## config.mk

```make
export PLATFORM = sky130hd
export DESIGN_NAME = mem_access_unit
export DESIGN_NICKNAME = d
export VERILOG_FILES = /design/src/rtl/mem_access_pkg.sv /design/src/rtl/mem_access_unit_byte_lane.sv /design/src/rtl/mem_access_unit.sv
export SDC_FILE = /design/constraint.sdc
export NUM_CORES = 1
export LEC_CHECK = 0
export CAP_MARGIN = 20
export CORE_UTILIZATION = 42
export DETAILED_ROUTE_END_ITERATION = 12
export GPL_ROUTABILITY_DRIVEN = 0
export GPL_TIMING_DRIVEN = 0
export PLACE_DENSITY = 0.84
export SYNTH_ARGS = -nofsm -noshare
export SYNTH_HDL_FRONTEND = slang
export SYNTH_SLANG_ARGS = --single-unit
```

## constraint.sdc

```tcl
create_clock -name clk -period 4.3 [get_ports clk]
set_clock_uncertainty 0.15 [all_clocks]
set_input_delay 0.645 -clock clk [delete_from_list [all_inputs] [get_ports clk]]
set_output_delay 0.645 -clock clk [all_outputs]
set_load 0.005 [all_outputs]
```

## src/rtl/mem_access_pkg.sv

```systemverilog
// Shared types and constants for the memory access unit: FSM state
// encoding and the AddrMode values carried on req_addrmode.
package mem_access_pkg;

  typedef enum logic [2:0] {
    IDLE   = 3'd0,
    ACCESS = 3'd1,
    WAIT   = 3'd2,
    WRITE  = 3'd3,
    RESP   = 3'd4
  } state_t;

  localparam logic ADDRMODE_WORD = 1'b0;
  localparam logic ADDRMODE_BYTE = 1'b1;

endpackage

```

## src/rtl/mem_access_unit_byte_lane.sv

```systemverilog
// byte_lane_unit: purely combinational byte-lane helper. Extracts the
// little-endian byte selected by i_lane (zero-extended) for LBU, and builds
// the read-modify-write word for SB by replacing that lane with i_byte.
module byte_lane_unit (
  input  logic [31:0] i_word,
  input  logic [1:0]  i_lane,
  input  logic [7:0]  i_byte,
  output logic [31:0] o_lane_ext,
  output logic [31:0] o_merged
);

  logic [4:0] w_bit_base;

  assign w_bit_base = {i_lane, 3'b000};

  // Lane extraction and lane replacement for the selected byte.
  always_comb begin
    // NOTE: every output gets a full default before the partial update,
    // otherwise the untouched bits would infer a latch.
    o_lane_ext = 32'h0;
    o_merged   = i_word;
    o_lane_ext[7:0]           = i_word[w_bit_base +: 8];
    o_merged[w_bit_base +: 8] = i_byte;
  end

endmodule

```

## src/rtl/mem_access_unit.sv

```systemverilog
// mem_access_unit: single-outstanding load/store front end to a
// synchronous SRAM with one-cycle read latency. Supports LW/SW (word) and
// LBU/SB (byte); SB is a read-modify-write. Optional feature selected by
// the macro MEM_MISALIGN_CHECK_EN: misaligned word accesses are answered
// with resp_err=1 without touching memory.
module mem_access_unit
  import mem_access_pkg::*;
#(
  parameter int ADDR_WIDTH = 32
) (
  input  logic                  clk,
  input  logic                  rst,
  input  logic                  req_valid,
  output logic                  req_ready,
  input  logic                  req_write,
  input  logic                  req_addrmode,
  input  logic [ADDR_WIDTH-1:0] req_addr,
  input  logic [31:0]           req_wdata,
  output logic                  resp_valid,
  input  logic                  resp_ready,
  output logic [31:0]           resp_rdata,
  output logic                  resp_err,
  output logic                  mem_en,
  output logic                  mem_we,
  output logic [ADDR_WIDTH-3:0] mem_addr,
  output logic [31:0]           mem_wdata,
  input  logic [31:0]           mem_rdata
);

  state_t                r_state;
  state_t                w_next;
  logic                  r_write;
  logic                  r_addrmode;
  logic [ADDR_WIDTH-1:0] r_addr;
  logic [31:0]           r_wdata;
  logic [31:0]           r_rdata;
  logic [31:0]           r_merged;
  logic                  w_accept;
  logic                  w_misalign;
  logic                  w_word_store;
  logic [31:0]           w_lane_ext;
  logic [31:0]           w_merged;

  assign w_accept     = req_valid && (r_state == IDLE);
  assign w_word_store = r_write && (r_addrmode == ADDRMODE_WORD);

`ifdef MEM_MISALIGN_CHECK_EN
  logic r_err;

  assign w_misalign = (req_addrmode == ADDRMODE_WORD) && (req_addr[1:0] != 2'b00);
  assign resp_err   = r_err;

  // Error flag is decided at acceptance and held through RESP.
  always_ff @(posedge clk or posedge rst) begin
    if (rst) begin
      r_err <= 1'b0;
    end else if (w_accept) begin
      r_err <= w_misalign;
    end
  end
`else
  assign w_misalign = 1'b0;
  assign resp_err   = 1'b0;
`endif

  assign resp_rdata = r_rdata;
  assign mem_addr   = r_addr[ADDR_WIDTH-1:2];

  byte_lane_unit u_byte_lane (
    .i_word     (mem_rdata),
    .i_lane     (r_addr[1:0]),
    .i_byte     (r_wdata[7:0]),
    .o_lane_ext (w_lane_ext),
    .o_merged   (w_merged)
  );

  // State register.
  always_ff @(posedge clk or posedge rst) begin
    if (rst) begin
      r_state <= IDLE;
    end else begin
      // NOTE: sequential state uses non-blocking assignments so every
      // flop samples pre-edge values regardless of block ordering.
      r_state <= w_next;
    end
  end

  // Next-state logic.
  always_comb begin
    w_next = r_state;
    case (r_state)
      IDLE:    if (w_accept) w_next = w_misalign ? RESP : ACCESS;
      ACCESS:  w_next = w_word_store ? RESP : WAIT;
      WAIT:    w_next = r_write ? WRITE : RESP;
      WRITE:   w_next = RESP;
      RESP:    if (resp_ready) w_next = IDLE;
      default: w_next = IDLE;
    endcase
  end

  // Handshake and SRAM control outputs decoded from the current state.
  always_comb begin
    req_ready  = 1'b0;
    resp_valid = 1'b0;
    mem_en     = 1'b0;
    mem_we     = 1'b0;
    mem_wdata  = 32'h0;
    case (r_state)
      IDLE:    req_ready = 1'b1;
      ACCESS: begin
        mem_en = 1'b1;
        if (w_word_store) begin
          mem_we    = 1'b1;
          mem_wdata = r_wdata;
        end
      end
      WRITE: begin
        mem_en    = 1'b1;
        mem_we    = 1'b1;
        mem_wdata = r_merged;
      end
      RESP:    resp_valid = 1'b1;
      default: ;
    endcase
  end

  // Request capture, load data capture and SB merge word.
  always_ff @(posedge clk or posedge rst) begin
    if (rst) begin
      r_write    <= 1'b0;
      r_addrmode <= ADDRMODE_WORD;
      r_addr     <= '0;
      r_wdata    <= 32'h0;
      r_rdata    <= 32'h0;
      r_merged   <= 32'h0;
    end else begin
      case (r_state)
        IDLE: begin
          if (w_accept) begin
            r_write    <= req_write;
            r_addrmode <= req_addrmode;
            r_addr     <= req_addr;
            r_wdata    <= req_wdata;
            // Stores and errored accesses report zero data.
            r_rdata    <= 32'h0;
          end
        end
        WAIT: begin
          if (r_write) begin
            r_merged <= w_merged;
          end else if (r_addrmode == ADDRMODE_BYTE) begin
            r_rdata <= w_lane_ext;
          end else begin
            r_rdata <= mem_rdata;
          end
        end
        default: ;
      endcase
    end
  end

endmodule

```

==> results.json <==
{
  "final_antenna_net_count": 0,
  "hold_path.class": "flip-flop to flip-flop",
  "required_ps": 3500,
  "drive_above_1_share_pct": 19.0,
  "hpwlAfterDp_um": 13100,
  "mostFrequentLayoutCell": "clkdlybuf4s50_1",
  "cts_resized": 0,
  "grt_max_degree": 42,
  "fillCellCount": 1141,
  "detail_route.wl_per_cell_um": 18.1,
  "rows": 44,
  "power_density_nw_per_um2": 679,
  "dpl_cell_area_sq_um": 8570,
  "ios": 201,
  "final_cell_mix": "199 x clkdlybuf4s50_1, 133 x dfrtp_1, 56 x a22o_1",
  "root_buffer": "clkbuf_16",
  "synth_top_cell_by_area": "dfrtp_1",
  "die_area_sq_um": 15500,
  "multiInputGateArea_sq_um": 2460,
  "path_clk_slew_ps": 60,
  "cts_sinks": 133,
  "synth_seq_cells": 133,
  "post-synth-top-area-fraction_pct": 52.9,
  "wl_um": 17500,
  "ys_types": 44,
  "start_util_pct": 43.1,
  "grt_pass1_vias": 5247,
  "arrival_ps": 2810,
  "avgViaCountPerCell": 5.27,
  "netlist_top_cells_area": "dfrtp_1 53%, mux2_2 9.0%, a22o_1 7.8%",
  "ctsHoldBuffers": 0,
  "n_antenna_cell": 0,
  "fin_tns_setup_ps": 0,
  "synth_edf_count": 0,
  "yosysWarnings": 0,
  "insertion_delay_ps": 420,
  "post-route-min-period_ps": 3600,
  "cts_tree": "built",
  "die_w_um": 124,
  "finalHoldViolCount": 0,
  "die_height_um": 124,
  "core_area_sq_um": 14600,
  "numPortBuffers": 199,
  "fin_area_sq_um": 9110,
  "ir_worst_vdd_uv": 329,
  "worstMarginPinSlew_ps": 986,
  "slew_viol_final": 0,
  "avgSynthCellArea_sq_um": 11.4,
  "cts_setup_buffers": 0,
  "syn-num-nets": 660,
  "status": "completed",
  "p_leak_nw": 3.92,
  "antenna_found_initial": 0,
  "areaGrowthSynthToFinish_pct": 44.9,
  "start_kind": "flip-flop",
  "power.total_mw": 6.19,
  "drc": 0,
  "clockBufferDepth": 2,
  "setup-violations-final": 0,
  "grt-ovfl-total": 0,
  "syn-cell-area_sq_um": 6290,
  "grt_usage_pct": 23.4,
  "max_freq_mhz": 278,
  "crit_path_max_fanout": 10,
  "h-tree-depth": 4,
  "slew_headroom_pct": 33.7,
  "grt_pass1_wl_um": 27900,
  "ys.flop_type": "dfrtp_1",
  "criticalPathCategory": "flip-flop to output port",
  "via_count": 5106,
  "synthCells": 553,
  "final-seq-area_sq_um": 3330,
  "nets": 881,
  "rsz0062_at_grt": "no",
  "min_period_over_period_pct": 83.8,
  "async_flop_share_pct": 100,
  "first_pass_iters": 5,
  "drt_iter0_drc": 341,
  "cts_buffers": 17,
  "yosysSeqAreaShare_pct": 52.9,
  "drv_cap": 0,
  "end_kind": "output port"
}
## power by group
| part | switching [mW] | internal, mW |
|---|---|---|
| Clock | 0.501 | 0.830 |
| Sequential | 0.415 | 1.82 |
| Combinational | 1.05 | 1.57 |
| Total | 1.96 | 4.22 |
## per-stage QoR
stage               utilization (%)  cells  hold slack (ps)  setup slack, ps
global placement               58.4    936              328              634
CTS                            62.4    969              347              652
floorplan                         -    553              309             1850
detailed placement             58.8    939              331             1130
global route                   62.4    969              364              555
finish                         62.4    969              341              697
## per-layer routing
layer | vias up | GRT usage, % | share of wire [%]
met5 | - | 0 | 0
met4 | 0 | 8.72 | 2.3
met3 | 35 | 6.31 | 7.2
met2 | 226 | 37.5 | 48
met1 | 2466 | 30.1 | 42
li1 | 2379 | - | -
## worst paths after layout
kind,to,depth (start not counted),startpoint,slack [ps]
setup / recovery,mem_wdata[5],6,r_addrmode$_DFFE_PP0P_,700
hold / removal,r_addr[30]$_DFFE_PP0P_,1,r_addr[30]$_DFFE_PP0P_,340
max in group asynchronous,r_wdata[0]$_DFFE_PP0P_,4,rst,2670
hold reg to reg,r_addr[30]$_DFFE_PP0P_,1,r_addr[30]$_DFFE_PP0P_,340
setup reg to reg,r_merged[0]$_DFFE_PP0P_,8,r_addr[0]$_DFFE_PP0P_,1530
min in group asynchronous,r_addr[29]$_DFFE_PP0P_,2,rst,490
## registers in the layout (all words and copies together) (netlist names)
name / cells
r_addr: 32
r_write: 1
r_wdata: 32
r_merged: 32
resp_rdata: 32
r_addrmode: 1
r_state: 3
## Yosys cell counts, types with 4 or more instances
cell type / count
dfrtp_1: 133
buf_4: 31
a21oi_1: 53
mux2_4: 10
nor3b_1: 4
ha_1: 5
nand3_1: 4
inv_1: 16
and2b_1: 4
nand2b_1: 4
mux2_1: 6
mux2_2: 50
a2bb2oi_1: 9
a22o_1: 56
a311oi_1: 5
nor2_1: 38
nor2b_1: 21
o22ai_1: 5
o21ai_0: 18
clkbuf_1: 14
buf_2: 22
nand2_1: 14
## logic make-up (layout without fill, tap and decap cells)
family | Yosys count | count (layout) | synth area share, %
fa+ha+maj | 5 | 5 | 0.995
buf+inv | 88 | 320 | 7.90
simple gates | 103 | 103 | 8.44
other cells | 1 | 1 | 0.0596
compound gates | 156 | 156 | 17.1
mux | 67 | 67 | 12.6
flops | 133 | 133 | 52.9
## worst max-delay path: stages (launching register included)
cell,delay (ps)
dfrtp_1,360
clkbuf_1,240
nor2b_1,300
nor3b_2,450
buf_2,320
a22o_1,200
clkdlybuf4s50_1,520
## final cells by class
cell class / count / share of cell area, %
flip-flops and latches: 133 / 36.5
multi-input cells: 332 / 27.0
repair buffers: 202 / 22.5
clock buffers: 25 / 5.33
plain buffers: 71 / 4.75
well taps: 184 / 2.53
inverters: 17 / 0.742
clock inverters: 5 / 0.549
No activity file was read; power rests on OpenSTA's default activity.
